==> src/rtl/fp32_arith_unit.sv <==
// Single-precision add/sub/mul/compare unit with one registered stage.
// Denormals flush to zero, rounding truncates, and the result is registered on the same edge that accepts the request.
module fp32_arith_unit (
  input  logic        clk,
  input  logic        rst,
  input  logic        in_valid,
  input  logic [1:0]  op,
  input  logic [31:0] a,
  input  logic [31:0] b,
  output logic        out_valid,
  output logic [31:0] result,
  output logic [1:0]  cmp_result,
  output logic        exception,
  output logic        overflow,
  output logic        underflow
);

  localparam int unsigned EW = 8;
  localparam int unsigned MW = 23;
  localparam int unsigned SW = MW + 1;
  localparam int unsigned XW = EW + 2;

  localparam logic [1:0]  OP_ADD = 2'b00;
  localparam logic [1:0]  OP_SUB = 2'b01;
  localparam logic [1:0]  OP_MUL = 2'b10;
  localparam logic [1:0]  OP_CMP = 2'b11;
  localparam logic [1:0]  CMP_GT = 2'b00;
  localparam logic [1:0]  CMP_EQ = 2'b01;
  localparam logic [1:0]  CMP_LT = 2'b10;
  localparam logic [1:0]  CMP_UN = 2'b11;
  localparam logic [31:0] QNAN   = 32'h7FC0_0000;

  function automatic logic [4:0] lzc24(input logic [SW-1:0] v);
    lzc24 = 5'd24;
    for (int i = 0; i < 24; i++) begin
      if (v[i]) lzc24 = 5'(23 - i);
    end
  endfunction

  // Operand unpacking; a zero exponent field makes the operand a signed zero
  logic          sa, sb, sbx;
  logic [EW-1:0] ea, eb;
  logic [SW-1:0] ma, mb;
  logic          a_zero, b_zero, a_spec, b_spec, a_nan, b_nan;

  assign sa     = a[31];
  assign sb     = b[31];
  assign ea     = a[30:23];
  assign eb     = b[30:23];
  assign a_zero = (ea == '0);
  assign b_zero = (eb == '0);
  assign ma     = a_zero ? '0 : {1'b1, a[22:0]};
  assign mb     = b_zero ? '0 : {1'b1, b[22:0]};
  assign a_spec = (ea == '1);
  assign b_spec = (eb == '1);
  assign a_nan  = a_spec & (|a[22:0]);
  assign b_nan  = b_spec & (|b[22:0]);

  // Add/sub path
  logic                 swap, sl, ss, add_s, add_zero;
  logic [EW-1:0]        el, es, sh;
  logic [SW-1:0]        ml, ms, ms_al, diff;
  logic [SW:0]          sum;
  logic [4:0]           lz;
  logic signed [XW-1:0] add_e;
  logic [MW-1:0]        add_m;

  always_comb begin
    sbx      = sb ^ (op == OP_SUB);
    swap     = {ea, ma} < {eb, mb};
    sl       = swap ? sbx : sa;
    ss       = swap ? sa  : sbx;
    el       = swap ? eb  : ea;
    es       = swap ? ea  : eb;
    ml       = swap ? mb  : ma;
    ms       = swap ? ma  : mb;
    sh       = el - es;
    ms_al    = ms >> sh;
    sum      = {1'b0, ml} + {1'b0, ms_al};
    diff     = ml - ms_al;
    lz       = lzc24(diff);
    add_s    = sl;
    add_zero = 1'b0;
    add_e    = '0;
    add_m    = '0;
    if (sl == ss) begin
      add_zero = (sum == '0);
      if (sum[SW]) begin
        add_e = XW'(el) + XW'(1);
        add_m = sum[MW:1];
      end else begin
        add_e = XW'(el);
        add_m = sum[MW-1:0];
      end
    end else begin
      add_zero = (diff == '0);
      add_s    = add_zero ? 1'b0 : sl;
      add_e    = XW'(el) - XW'(lz);
      add_m    = MW'(diff << lz);
    end
  end

  // Multiply path: keep the top 25 product bits, normalise by the MSB
  logic [2*SW-1:0]      prod;
  logic [SW:0]          prod_hi;
  logic signed [XW-1:0] mul_e;
  logic [MW-1:0]        mul_m;

  always_comb begin
    prod    = ma * mb;
    prod_hi = (SW+1)'(prod >> MW);
    mul_e   = XW'(ea) + XW'(eb) + XW'(prod_hi[SW]) - XW'(127);
    mul_m   = prod_hi[SW] ? prod_hi[MW:1] : prod_hi[MW-1:0];
  end

  // Compare path: zeros of either sign are equal, negatives order by reversed magnitude
  logic [30:0] mag_a, mag_b;
  logic [1:0]  cmp_c;

  always_comb begin
    mag_a = a_zero ? '0 : a[30:0];
    mag_b = b_zero ? '0 : b[30:0];
    if (a_nan || b_nan)                 cmp_c = CMP_UN;
    else if (mag_a == '0 && mag_b == '0) cmp_c = CMP_EQ;
    else if (sa != sb)                  cmp_c = sa ? CMP_LT : CMP_GT;
    else if (mag_a == mag_b)            cmp_c = CMP_EQ;
    else if ((mag_a > mag_b) ^ sa)      cmp_c = CMP_GT;
    else                                cmp_c = CMP_LT;
  end

  // Result selection and range checks
  logic                 r_s, r_zero;
  logic signed [XW-1:0] r_e;
  logic [MW-1:0]        r_m;
  logic [31:0]          result_d, result_q;
  logic [1:0]           cmp_d, cmp_q;
  logic                 exc_d, exc_q, ovf_d, ovf_q, unf_d, unf_q, valid_q;

  always_comb begin
    result_d = '0;
    cmp_d    = CMP_GT;
    exc_d    = a_spec | b_spec;
    ovf_d    = 1'b0;
    unf_d    = 1'b0;
    r_s      = (op == OP_MUL) ? (sa ^ sb) : add_s;
    r_e      = (op == OP_MUL) ? mul_e : add_e;
    r_m      = (op == OP_MUL) ? mul_m : add_m;
    r_zero   = (op == OP_MUL) ? (a_zero | b_zero) : add_zero;
    if (op == OP_CMP) begin
      cmp_d = cmp_c;
    end else if (exc_d) begin
      result_d = QNAN;
    end else if (r_zero) begin
      result_d = {r_s, 31'd0};
    end else if (r_e > XW'(254)) begin
      result_d = {r_s, 31'h7F80_0000};
      ovf_d    = 1'b1;
    end else if (r_e < XW'(1)) begin
      result_d = {r_s, 31'd0};
      unf_d    = 1'b1;
    end else begin
      result_d = {r_s, r_e[EW-1:0], r_m};
    end
  end

  always_ff @(posedge clk or negedge rst) begin
    if (!rst) begin
      valid_q  <= 1'b0;
      result_q <= '0;
      cmp_q    <= '0;
      exc_q    <= 1'b0;
      ovf_q    <= 1'b0;
      unf_q    <= 1'b0;
    end else begin
      valid_q <= in_valid;
      if (in_valid) begin
        result_q <= result_d;
        cmp_q    <= cmp_d;
        exc_q    <= exc_d;
        ovf_q    <= ovf_d;
        unf_q    <= unf_d;
      end
    end
  end

  assign out_valid  = valid_q;
  assign result     = result_q;
  assign cmp_result = cmp_q;
  assign exception  = exc_q;
  assign overflow   = ovf_q;
  assign underflow  = unf_q;

endmodule

==> config.mk <==
export PLATFORM = sky130hd
export DESIGN_NAME = fp32_arith_unit
export DESIGN_NICKNAME = d
export VERILOG_FILES = /design/src/rtl/fp32_arith_unit.sv
export SDC_FILE = /design/constraint.sdc
export NUM_CORES = 2
export LEC_CHECK = 0
export BUFFER_PORTS_ARGS = -buffer_cell sky130_fd_sc_hd__buf_2
export CAP_MARGIN = 10
export CORE_MARGIN = 4
export CORE_UTILIZATION = 55
export DETAILED_ROUTE_END_ITERATION = 8
export PLACE_DENSITY = 0.72
export SLEW_MARGIN = 40
export SYNTH_ARGS = -nofsm -noshare
export SYNTH_HDL_FRONTEND = slang
export SYNTH_SLANG_ARGS = --single-unit
==> constraint.sdc <==
create_clock -name clk -period 1 [get_ports clk]
set_clock_uncertainty 0.05 [all_clocks]
set_input_delay 0.15 -clock clk [delete_from_list [all_inputs] [get_ports clk]]
set_output_delay 0.15 -clock clk [all_outputs]
set_load 0.005 [all_outputs]
# ---- Word level (Yosys, flattened, before mapping)
# Index checks and enable logic that the tools add are counted.
dict set report totals {
  wordCells 113
  register_bits 38
  out_inout_bits 38
}
dict set report classes {
  n_shift 2
  multipliers 1
  bitwise_logic 7
  addsub 8
  mux 67
  n_eq_ne 8
  n_lt_le_gt_ge 4
  n_reduce_logical 10
}
# cell n
set op_table {}
lappend op_table {{$mux W31} 5}
lappend op_table {{$mux W5} 21}
lappend op_table {{$mux W24} 4}
lappend op_table {{$mux W23} 4}
lappend op_table {{$mux W32} 2}
lappend op_table {{$logic_not A31 Y1} 2}
lappend op_table {{$mul A24 B24 Y48} 1}
lappend op_table {{$reduce_or A23 Y1} 2}
lappend op_table {{$lt A32 B32 Y1} 1}
lappend op_table {{$eq A31 B31 Y1} 1}
lappend op_table {{$gt A31 B31 Y1} 1}
lappend op_table {{$add A24 B24 Y25} 1}
lappend op_table {{$logic_not A25 Y1} 1}
lappend op_table {{$logic_not A24 Y1} 1}
lappend op_table {{$shl A24 B5 Y23} 1}
lappend op_table {{$shr A24 B8 Y24} 1}
lappend op_table {{$sub A24 B24 Y24} 1}
lappend op_table {{$mux W10} 2}
lappend op_table {{$eq A8 B8 Y1 const B} 2}
lappend op_table {{$logic_not A8 Y1} 2}
lappend op_table {{$mux W1} 16}
lappend op_table {{$mux W8} 2}
lappend op_table {{$mux W2} 7}
lappend op_table {{$mux W4} 3}
lappend op_table {{18 further kinds} 23}

# ---- Logic depth before layout (Yosys ltp)
dict set report depth {
  word_depth 40
  ltp_mapped 58
}

# ---- Least setup slack after synthesis
# OpenSTA, ideal clock, no wires.
dict set report synth_timing {
  kind {input port to flip-flop}
  startpoint {in a[25]}
  endpoint {reg result_q[14] (netlist: result[14])}
  slack_ps -10588
  arrival_time_ps 11417
  path_stages 52
  required_time_ps 829
  cell_sequence {buf_2 nor3_1 and3_1 clkbuf_1 inv_1 clkbuf_1 clkbuf_1 and3_1 clkbuf_1 clkbuf_1 nand2_1 fa_1 inv_1 fa_1 inv_1 fa_1 fa_1 fa_1 [... 16 more ...] ha_1 inv_1 ha_1 fa_1 a21o_1 nand2_1 a21oi_1 o41ai_1 xnor2_1 or3_1 o31ai_2 nand2b_1 nor3_1 a31oi_2 nand3_2 buf_6 a31oi_1 a22o_1}
}
dict set report synth_via {
  elab_chain_cells 40
  elab_cells_between_ends 66
}
# item line_no
set synth_lines {}
lappend synth_lines {{start, declared} 8} ;# input logic [31:0] a,
lappend synth_lines {{$logic_not A8 Y1} 50} ;# assign a_zero = (ea == '0);
lappend synth_lines {{$mux W24} 52} ;# assign ma = a_zero ? '0 : {1'b1, a[22:0]};
lappend synth_lines {{$lt A32 B32 Y1} 70} ;# swap = {ea, ma} < {eb, mb};
lappend synth_lines {{$mux W8 (on tied branches)} {73, 74}}
lappend synth_lines {{$sub A8 B8 Y8} 77} ;# sh = el - es;
lappend synth_lines {{$shr A24 B8 Y24} 78} ;# ms_al = ms >> sh;
lappend synth_lines {{$sub A24 B24 Y24} 80} ;# diff = ml - ms_al;
lappend synth_lines {{$mux W4 (3 in a row)} 36} ;# if (v[i]) lzc24 = 5'(23 - i);
lappend synth_lines {{[... 22 more ...]} --}
lappend synth_lines {{$mux W10} 86} ;# if (sl == ss) begin
lappend synth_lines {{$mux W10} 146} ;# r_e = (op == OP_MUL) ? mul_e : add_e;
lappend synth_lines {{$lt A10 B2 Y1} 158} ;# end else if (r_e < XW'(1)) begin
lappend synth_lines {{$mux W31} 158}
lappend synth_lines {{$mux W31} 155} ;# end else if (r_e > XW'(254)) begin
lappend synth_lines {{$mux W31} 153} ;# end else if (r_zero) begin
lappend synth_lines {{$mux W32 *} 151} ;# end else if (exc_d) begin
lappend synth_lines {{$mux W32 *} 149} ;# if (op == OP_CMP) begin
lappend synth_lines {{end signal, assigned} 177} ;# result_q <= result_d;
lappend synth_lines {{end, declared} 135} ;# logic [31:0] result_d, result_q;
# Mark *: on every way between the ends. The rest lies on a longest branch, timed or not.
# A chain may end at the register's enable or synchronous reset.

# ---- Final worst setup path
dict set report layout_timing {
  startpoint {in a[30]}
  endpoint {reg result_q[12] (netlist: result[12])}
}
# Same word-level chain as after synthesis.

==> summary.txt <==
Logic synthesis
  • Synthesized flop and latch total: 38
  • Ys flop type: dfrtp_1
  • Number of flops mapped to enable cells by yosys: 0
  • Syn Inst Count: 3,819
  • Netlist Area Pre-Place: 30,200 um^2
  • Avg Cell Area, Syn: 7.92 um^2
  • Distinct cells, synth: 123
  • Syn Nets: 4,676
  • Async S/R FF share, synth: 100%
  • Post-synthesis sequential area ratio: 3.15%
  • Yosys warns: 0

Floorplan
  • Die X: 242 um
  • # rows: 85
  • Die area: 58,800 um^2
  • Die height: 242 um
  • IO Pins: 107
  • Core area: 54,100 um^2
  • Starting Density: 55.9%

Finish
  • Layout cell share with drive strength beyond 1: 31.1%
  • Nets: 5,655
  • Area Growth Syn to Fin: 35.6%
  • Most frequent cells in the layout: buf_4 (1,012), inv_1 (627), nand2_1 (556)
  • Final-layout fill cell count: 4,102
  • Flip-flop and latch area: 952 um^2
  • Commonest non-fill, non-tap cell in the layout: buf_4
  • Finished Layout Cells: 5,499
  • Area of the multi-input gates: 27,300 um^2

Power and ir drop
  • Sw Share: 51.8%
  • Total power: 161 mW
  • Seq pwr share: 1.6%
  • Peak supply drop: 5.17 mV
  • Power Dens Cells: 3920 nW/um^2
  • Int Pwr: 77.4 mW
  • Leakage: 20.9 nW
  • P_sw: 83.3 mW
  • Clock Power Share: 0.9%
  • Combinational power share: 97.5%

Place
  • Hpwl dp: 111 mm
  • Place WS: -10.24 ns
  • GPL Wtd Cong: 1.08
  • Buffers on Ports: 106
  • Placed insts: 5,424

Hold path
  • Hold Crit Endpoint: cmp_result[1]$_DFFE_PN0P_
  • Hold-critical path depth: 3
  • Worst hold start: op[1]
  • Hold crit path type: input port to flop

Route
  • DR WL/cell: 23.7 um
  • Total number of vias: 32,638
  • Drt first-iter violations: 3,224
  • Routed Antenna Nets: 0
  • First-pass DRT Iterations: 6
  • Remaining DRCs: 0
  • Vias/cell: 5.94
  • Routed wire length: 131 mm

Status
  • Failing checks: negative setup slack
  • Status: complete, but fails checks

Setup path
  • Critical Setup Path Class: input port to flop
  • Reg-to-reg startpoint: result[12]$_DFFE_PN0P_
  • Top delay family on crit path: adder cells
  • CP Capture Type: flop
  • Crit path largest cell delay: 0.59 ns
  • Arrival time at the worst endpoint: 10.74 ns
  • Worst reg-to-reg path cell count: 4
  • CP startpoint kind: input port
  • CP bufs+invs: 14
  • Slowest-stage cell, CP: fa_1
  • Worst reg2reg setup slack: -0.09 ns
  • Worst Path Required: 1.13 ns
  • Most frequent CP cell: fa_1
  • Crit path max fanout: 12
  • Worst r2r dst: result[12]$_DFFE_PN0P_

CTS
  • Cts bufs inserted: 5
  • Max Buffers Root-to-Sink: 2
  • Clock latency on the worst-skew pair: 0.28 ns
  • Worst-path clk slew: 0.06 ns
  • Clock Tree Root: clkbuf_16
  • Sink Count: 38
  • H-tree depth reported by CTS: 2
  • CTS tree: yes

Timing
  • PnR worst setup slack: -9.61 ns
  • Fmax: 94.3 MHz
  • Crit path time final: 10.61 ns
  • Max-slew violations: 0
  • Slew @ Worst Pin: 0.698 ns
  • Final Cycle Share: 1060%
  • Worst relative slew slack: 52.3%
  • RSZ-0062 raised after global routing: yes
  • Final setup vio count: 65
  • Final Hold Vio Count: 0

Global routing
  • Vias in the first global route: 33,257
  • Initial antenna violation count: 9
  • Remaining Overflow, GRT: 0
  • GRT Util Overall: 43.3%
  • Largest net degree at the start of global routing: 42
  • First-pass GRT wire length: 196 mm

Run
  • MaxCap Viol Count: 0
[cells in the mapped netlist, types with 53 or more instances]
cell / n / area [um^2]
a21oi_1: 149 / 746
and2_1: 175 / 1090
o21ai_0: 137 / 686
ha_1: 303 / 3790
clkbuf_1: 158 / 593
nor2_1: 230 / 863
mux2i_1: 53 / 531
inv_1: 647 / 2430
nand2_1: 571 / 2140
xnor2_1: 58 / 508
nor3_1: 53 / 265
fa_1: 485 / 9710
[tightest hold or removal path: stages]
cell and delay [ns]:
buf_2 0.12, nand3_1 0.09, o2bb2ai_2 0.06
[final cells by class]
type	count	share of cell area [%]
multi-input cells	2919	66.6
repair buffers	1178	22.5
inverters	655	6.05
flip-flops and latches	38	2.32
well taps	696	2.12
clock buffers	5	0.305
diodes	5	0.0305
repair inverters	1	0.0275
clock inverters	2	0.0244
[per-layer routing]
layer  share of wire, %  up-vias  track usage [%]  routed length, um
li1                   -    14375                -                  -
met4                7.6        6             23.9               9860
met3                 11      531             10.6              14000
met5              0.026        -                0                 34
met1                 37    15831             54.4              48400
met2                 45     1895             68.9              58200
[flip-flops by register name (all words and copies together) (netlist names)]
name and flops:
result 32, cmp_result 2, exception 1, out_valid 1
overflow 1, underflow 1
[cell families (layout without fill, tap and decap cells)]
logic type	Yosys count	in the layout	share of synthesized area (%)
DFF	38	38	3.15
adders and majority gates	788	788	44.7
and+or+nand+nor	1298	1298	20.2
AOI/OAI and AO/OA	672	672	15.8
buffers and inverters	863	1841	11.0
muxes	71	71	2.47
other	0	5	0
xor gates and xnor gates	89	90	2.73
[through the flow]
step / TNS, ns / util [%] / hold WS, ns / area, um^2
floorplan: -315.72 / - / -0.196 / 31000
global placement: -336.05 / 72.6 / 0.0746 / 39300
detailed placement: -342.77 / 72.6 / 0.0985 / 39300
CTS: -319.24 / 74.4 / 0.124 / 40300
global route: -331.42 / 75.7 / 0.146 / 41000
finish: -322.26 / 75.8 / 0.127 / 41000
[power groups by stage]
stage / Sequential (mW) / Combinational [mW] / Clock [mW]
floorplan: 2.33 / 85.7 / 0
global placement: 2.53 / 142 / 0
detailed placement: 2.50 / 144 / 0
CTS: 2.51 / 149 / 1.51
global route: 2.58 / 165 / 1.62
finish: 2.54 / 157 / 1.52
[how the worst max path moves through the flow]
stage	cells after the start	start	slack, ns	to
after floorplan	50	a[25]	-9.45	result[14]$_DFFE_PN0P_
after global placement	49	b[25]	-10.0	result[11]$_DFFE_PN0P_
after detailed placement	51	b[25]	-10.24	result[20]$_DFFE_PN0P_
after CTS	49	a[30]	-9.50	result[4]$_DFFE_PN0P_
after global routing	53	a[30]	-9.84	result[6]$_DFFE_PN0P_
final	48	a[30]	-9.61	result[12]$_DFFE_PN0P_
[what timing repair did]
| action | in CTS | in global routing |
|---|---|---|
| resized for setup | 128 | 107 |
| setup endpoints to repair | 65 | 75 |
| pin swaps | 42 | 93 |
| hold buffers | 1 | 0 |
| buffers inserted | 31 | 31 |
| endpoints found under the hold margin | 38 | 0 |
| gates cloned | 2 | 1 |
No activity file was read; power rests on OpenSTA's default activity.
